**config.mk**
```make
export PLATFORM = sky130hd
export DESIGN_NAME = remap_accel_udiv_22ns_11ns_seq
export DESIGN_NICKNAME = d
export VERILOG_FILES = /design/src/rtl/remap_accel_div_pkg.sv /design/src/rtl/remap_accel_udiv_step.sv /design/src/rtl/remap_accel_udiv_22ns_11ns_seq.sv
export SDC_FILE = /design/constraint.sdc
export NUM_CORES = 1
export LEC_CHECK = 0
export BUFFER_PORTS_ARGS = -buffer_cell sky130_fd_sc_hd__buf_2
export CORE_ASPECT_RATIO = 0.5
export CORE_MARGIN = 1
export CORE_UTILIZATION = 55
export CTS_CLUSTER_DIAMETER = 30
export DETAILED_ROUTE_END_ITERATION = 8
export PLACE_DENSITY = 0.87
export SLEW_MARGIN = 20
export SYNTH_ARGS = -nofsm -noshare
export SYNTH_HDL_FRONTEND = slang
export SYNTH_HIERARCHICAL = 1
export SYNTH_SLANG_ARGS = --single-unit
```
**constraint.sdc**
```tcl
create_clock -name clk -period 3.4 [get_ports clk]
set_input_delay 0.85 -clock clk [delete_from_list [all_inputs] [get_ports clk]]
set_output_delay 0.85 -clock clk [all_outputs]
set_load 0.02 [all_outputs]
```
**src/rtl/remap_accel_div_pkg.sv**
```systemverilog
// ============================================================================
// remap_accel_div_pkg : shared types and constants for the remap divider
// Rev 1.0 - initial release
// ============================================================================
`default_nettype none

package remap_accel_div_pkg;

  localparam int unsigned DIV_DIVIDEND_WIDTH = 22;
  localparam int unsigned DIV_DIVISOR_WIDTH  = 11;
  localparam int unsigned CNT_WIDTH          = $clog2(DIV_DIVIDEND_WIDTH);

  // Quotient reported when the divisor is zero
  localparam logic [DIV_DIVIDEND_WIDTH-1:0] DBZ_QUOTIENT = '1;

  typedef enum logic [1:0] {
    IDLE = 2'd0,
    CALC = 2'd1,
    DONE = 2'd2
  } div_state_e;

endpackage

`default_nettype wire

```
**src/rtl/remap_accel_udiv_step.sv**
```systemverilog
// ============================================================================
// remap_accel_udiv_step : one restoring-division iteration (combinational)
// Rev 1.0 - initial release
// ============================================================================
`default_nettype none

module remap_accel_udiv_step #(
  parameter int unsigned DIVISOR_WIDTH = 11
) (
  input  logic [DIVISOR_WIDTH:0]   r_in,
  input  logic                     q_msb,
  input  logic [DIVISOR_WIDTH-1:0] d,
  output logic [DIVISOR_WIDTH:0]   r_next,
  output logic                     q_bit
);

  logic [DIVISOR_WIDTH:0] t;
  logic [DIVISOR_WIDTH:0] d_ext;
  logic [DIVISOR_WIDTH:0] diff;
  // R < D keeps the top bit of R at zero, so it never enters the shift
  logic                   r_msb_unused;

  assign r_msb_unused = r_in[DIVISOR_WIDTH];
  assign t            = {r_in[DIVISOR_WIDTH-1:0], q_msb};
  assign d_ext        = {1'b0, d};
  assign diff         = t - d_ext;
  assign q_bit        = (t >= d_ext);
  assign r_next       = q_bit ? diff : t;

endmodule

`default_nettype wire

```
**src/rtl/remap_accel_udiv_22ns_11ns_seq.sv**
```systemverilog
// ============================================================================
// remap_accel_udiv_22ns_11ns_seq : iterative unsigned restoring divider
// Rev 1.0 - initial release
// ============================================================================
`default_nettype none

module remap_accel_udiv_22ns_11ns_seq
  import remap_accel_div_pkg::*;
#(
  parameter int unsigned DIVIDEND_WIDTH = DIV_DIVIDEND_WIDTH,
  parameter int unsigned DIVISOR_WIDTH  = DIV_DIVISOR_WIDTH
) (
  input  logic                      clk,
  input  logic                      reset_n,
  input  logic                      ce,
  input  logic                      in_valid,
  output logic                      in_ready,
  input  logic [DIVIDEND_WIDTH-1:0] dividend,
  input  logic [DIVISOR_WIDTH-1:0]  divisor,
  output logic                      out_valid,
  input  logic                      out_ready,
  output logic [DIVIDEND_WIDTH-1:0] quotient,
  output logic [DIVISOR_WIDTH-1:0]  remainder,
  output logic                      div_by_zero
);

  div_state_e                state_q, state_d;
  logic [CNT_WIDTH-1:0]      cnt_q, cnt_d;
  logic [DIVIDEND_WIDTH-1:0] q_q, q_d;
  logic [DIVISOR_WIDTH:0]    r_q, r_d;
  logic [DIVISOR_WIDTH-1:0]  d_q, d_d;
  logic                      dbz_q, dbz_d;

  logic [DIVISOR_WIDTH:0]    step_r;
  logic                      step_bit;

  remap_accel_udiv_step #(
    .DIVISOR_WIDTH (DIVISOR_WIDTH)
  ) u_step (
    .r_in   (r_q),
    .q_msb  (q_q[DIVIDEND_WIDTH-1]),
    .d      (d_q),
    .r_next (step_r),
    .q_bit  (step_bit)
  );

  always_comb begin
    state_d = state_q;
    cnt_d   = cnt_q;
    q_d     = q_q;
    r_d     = r_q;
    d_d     = d_q;
    dbz_d   = dbz_q;
    if (ce) begin
      case (state_q)
        IDLE: begin
          if (in_valid) begin
            if (divisor != '0) begin
              q_d     = dividend;
              d_d     = divisor;
              r_d     = '0;
              cnt_d   = '0;
              dbz_d   = 1'b0;
              state_d = CALC;
            end else begin
              // Zero divisor bypasses the iteration entirely
              q_d     = DBZ_QUOTIENT;
              r_d     = {1'b0, dividend[DIVISOR_WIDTH-1:0]};
              dbz_d   = 1'b1;
              state_d = DONE;
            end
          end
        end
        CALC: begin
          q_d   = {q_q[DIVIDEND_WIDTH-2:0], step_bit};
          r_d   = step_r;
          cnt_d = cnt_q + CNT_WIDTH'(1);
          if (cnt_q == CNT_WIDTH'(DIVIDEND_WIDTH - 1)) begin
            state_d = DONE;
          end
        end
        DONE: begin
          if (out_ready) begin
            state_d = IDLE;
          end
        end
        default: state_d = IDLE;
      endcase
    end
  end

  always_ff @(posedge clk or negedge reset_n) begin
    if (!reset_n) begin
      state_q <= IDLE;
      cnt_q   <= '0;
      q_q     <= '0;
      r_q     <= '0;
      d_q     <= '0;
      dbz_q   <= 1'b0;
    end else begin
      state_q <= state_d;
      cnt_q   <= cnt_d;
      q_q     <= q_d;
      r_q     <= r_d;
      d_q     <= d_d;
      dbz_q   <= dbz_d;
    end
  end

  assign in_ready    = (state_q == IDLE);
  assign out_valid   = (state_q == DONE);
  assign quotient    = q_q;
  assign remainder   = r_q[DIVISOR_WIDTH-1:0];
  assign div_by_zero = dbz_q;

endmodule

`default_nettype wire

```
==> results.md <==
* CTS tree: done
* Final setup fails at 0
* Leak at between 0.0015 and 0.002 uW
* FF-to-FF End: r_q[3]
* WL met1 at about 3500 um
* Power Total at about 4500 uW
* Min Tclk post-route at roughly 3.2 ns
* Fillers at 449
* Final GP Congestion at between 0.9 and 1
* Initial antenna violation count at 0
* Gate Count Post-Synth at between 300 and 400
* First-pass GRT wire length at between 10000 and 15000 um
* Maximum vdd drop at approximately 0.00056 V
* Pre-CTS WS at about 0.28 ns
* Setup ws final at 0.212 ns
* Final hold vios at 0
* Die Ht at around 56 um
* Slew headroom at 0.533
* RSZ-0062 raised after global routing: false
* Syn nets at approximately 400
* Layout cell share with drive strength beyond 1 at 0.273
* Final Util at 0.658
* Status: finished clean
* Via Count at between 2k and 3k
* Crit path max fanout at 20
* Final Skew at approximately 0.0063 ns
* Core area at 5540 um^2
* Iter 0 DRT Violations at 226
* GRT Overall Usage at 0.275
* Routed WL per cell at ~16 um
* N_diodes at 0
* Number of nets in the layout at ~450
* Final Cycle Share at 0.938
* Remaining routing DRC violations at 0
* Vias in the first global route at 2563
* Post-CTS Setup Bufs at 0
* Worst Hold Class: register to register
* Die area at between 6000 and 7000 um^2
* GRT overflow at 0
* DR pass1 iterations at 5
* Root buffer cell: clkbuf_16
* Final wirelength at 7620 um
* Count of hold-fix buffers inserted at cts at 0
* Syn avg cell area at just over 9 um^2
* Area Growth Syn to Fin at 14.0%
* Initial Util at 0.578
* Setup crit end kind: register
* # resized after CTS at 0
* Crit path launch type: register
* Reg2Reg Depth at 11
* FMAX at 314 MHz
* PwrDens at 1240 nW/um^2
* Worst-margin pin slew at 0.700 ns
* Slew Viols, Final at 0
* Clock Latency Late Sink at around 0.30 ns
* Routed Antenna Nets at 0
* Num rows at 19
* Hold path start: quotient[10]
* Top Layer Used: met4
* Max_cap viols at 0
* Clock Pin Slew Worst Setup and Hold Paths at approximately 0.070 ns
* Cell Area, Synth at 3200 um^2
* # IOs at 74
* Hold endpoint: quotient[10]
* Largest net degree at the start of global routing at 53
* Cts bufs inserted at 5
* Critical R2R Launch: quotient[21]
* Final HPWL DP at approximately 5400 um
* Synthesis Warnings at 6
* Bufs on Longest Clock Path at 2
* Req. time, crit path at between 3 and 4 ns
* Critical Path Start: quotient[21]
* DR vias/cell at roughly 5.9
* DR WL met3 at roughly 660 um
* Clock sink count at 52
* Depth of the CTS H-tree at 2
* Met2 routed WL at approximately 3400 um
* Crit path DAT at about 3.4 ns
* Hold-critical path depth at 2
* Critical path class: register to register
* Setup_tns at 0 ns
* IO Port Bufs at 73
* Die Wd at 110 um
* R2R Setup Slk at approximately 0.21 ns
-- state kept, by name (all words and copies together) (netlist names) --
| name | flops |
|---|---|
| state_q | 2 |
| quotient | 22 |
| div_by_zero | 1 |
| r_q | 11 |
| cnt_q | 5 |
| d_q | 11 |
-- through the flow --
stage	instances	cell area [um^2]	hold WS (ns)
final	473	3650	0.510
after global routing	473	3650	0.525
after CTS	473	3650	0.511
after detailed placement	465	3490	0.496
after global placement	465	3490	0.479
after floorplan	347	3200	0.481
-- cells in the final DEF (no fill, tap or decap), types with 2 or more instances in the layout --
cell type,count
nor4_1,2
buf_4,4
a221oi_1,11
dfrtp_1,52
o21ai_0,30
a211oi_1,2
o22ai_1,22
inv_1,15
a21oi_1,14
xor2_1,6
o221ai_1,2
and3_1,3
mux2_4,11
nand3_1,3
or4_1,2
xnor2_1,2
nand2_1,31
nor2b_1,2
nor2_1,38
clkbuf_16,5
a31oi_1,2
o2bb2ai_1,2
ha_1,13
a21oi_2,3
a21o_1,3
buf_2,73
nand2b_1,18
mux2_2,3
-- per-layer routing --
| metal | track usage | vias up |
|---|---|---|
| met5 | 0 | - |
| met2 | 0.416 | 140 |
| met4 | 0.0705 | 0 |
| met1 | 0.404 | 1313 |
| li1 | - | 1335 |
| met3 | 0.0550 | 10 |
-- final cells by class --
cell class                      instances  area [um^2]  share of cell area
Multi-Input combinational cell        248         1650               0.452
Sequential cell                        52         1300               0.357
Timing Repair Buffer                   77          395               0.108
Clock buffer                            5          125              0.0343
Tap cell                               73         91.3              0.0251
Inverter                               15         56.3              0.0154
Clock inverter                          3         27.5             0.00755
-- worst max-delay path by stage --
stage                    to  slack, ns  cells after the start
CTS                 r_q[10]       0.24                     11
finish               r_q[3]       0.21                     11
detailed placement   r_q[3]       0.28                     11
floorplan           r_q[10]       0.61                     12
global route         r_q[3]      0.006                     11
global placement     r_q[6]       0.39                     11
-- worst max-delay path, cell delays in order (launching register included) --
cell      delay, ns
dfrtp_1        0.40
inv_1          0.07
ha_1           0.22
fa_1           0.40
nand2b_1       0.17
a21oi_2        0.25
o2111a_1       0.23
a2111o_1       0.51
mux2_4         0.35
nand2b_1       0.15
a221oi_1       0.27
nor2_1         0.06
-- where the power goes --
group          switching, uW  internal, uW  leakage (uW)
sequential               308           916      0.000629
combinational           1590          1190       0.00104
clock                    242           279     0.0000719
(Power assumes the default switching activity.)
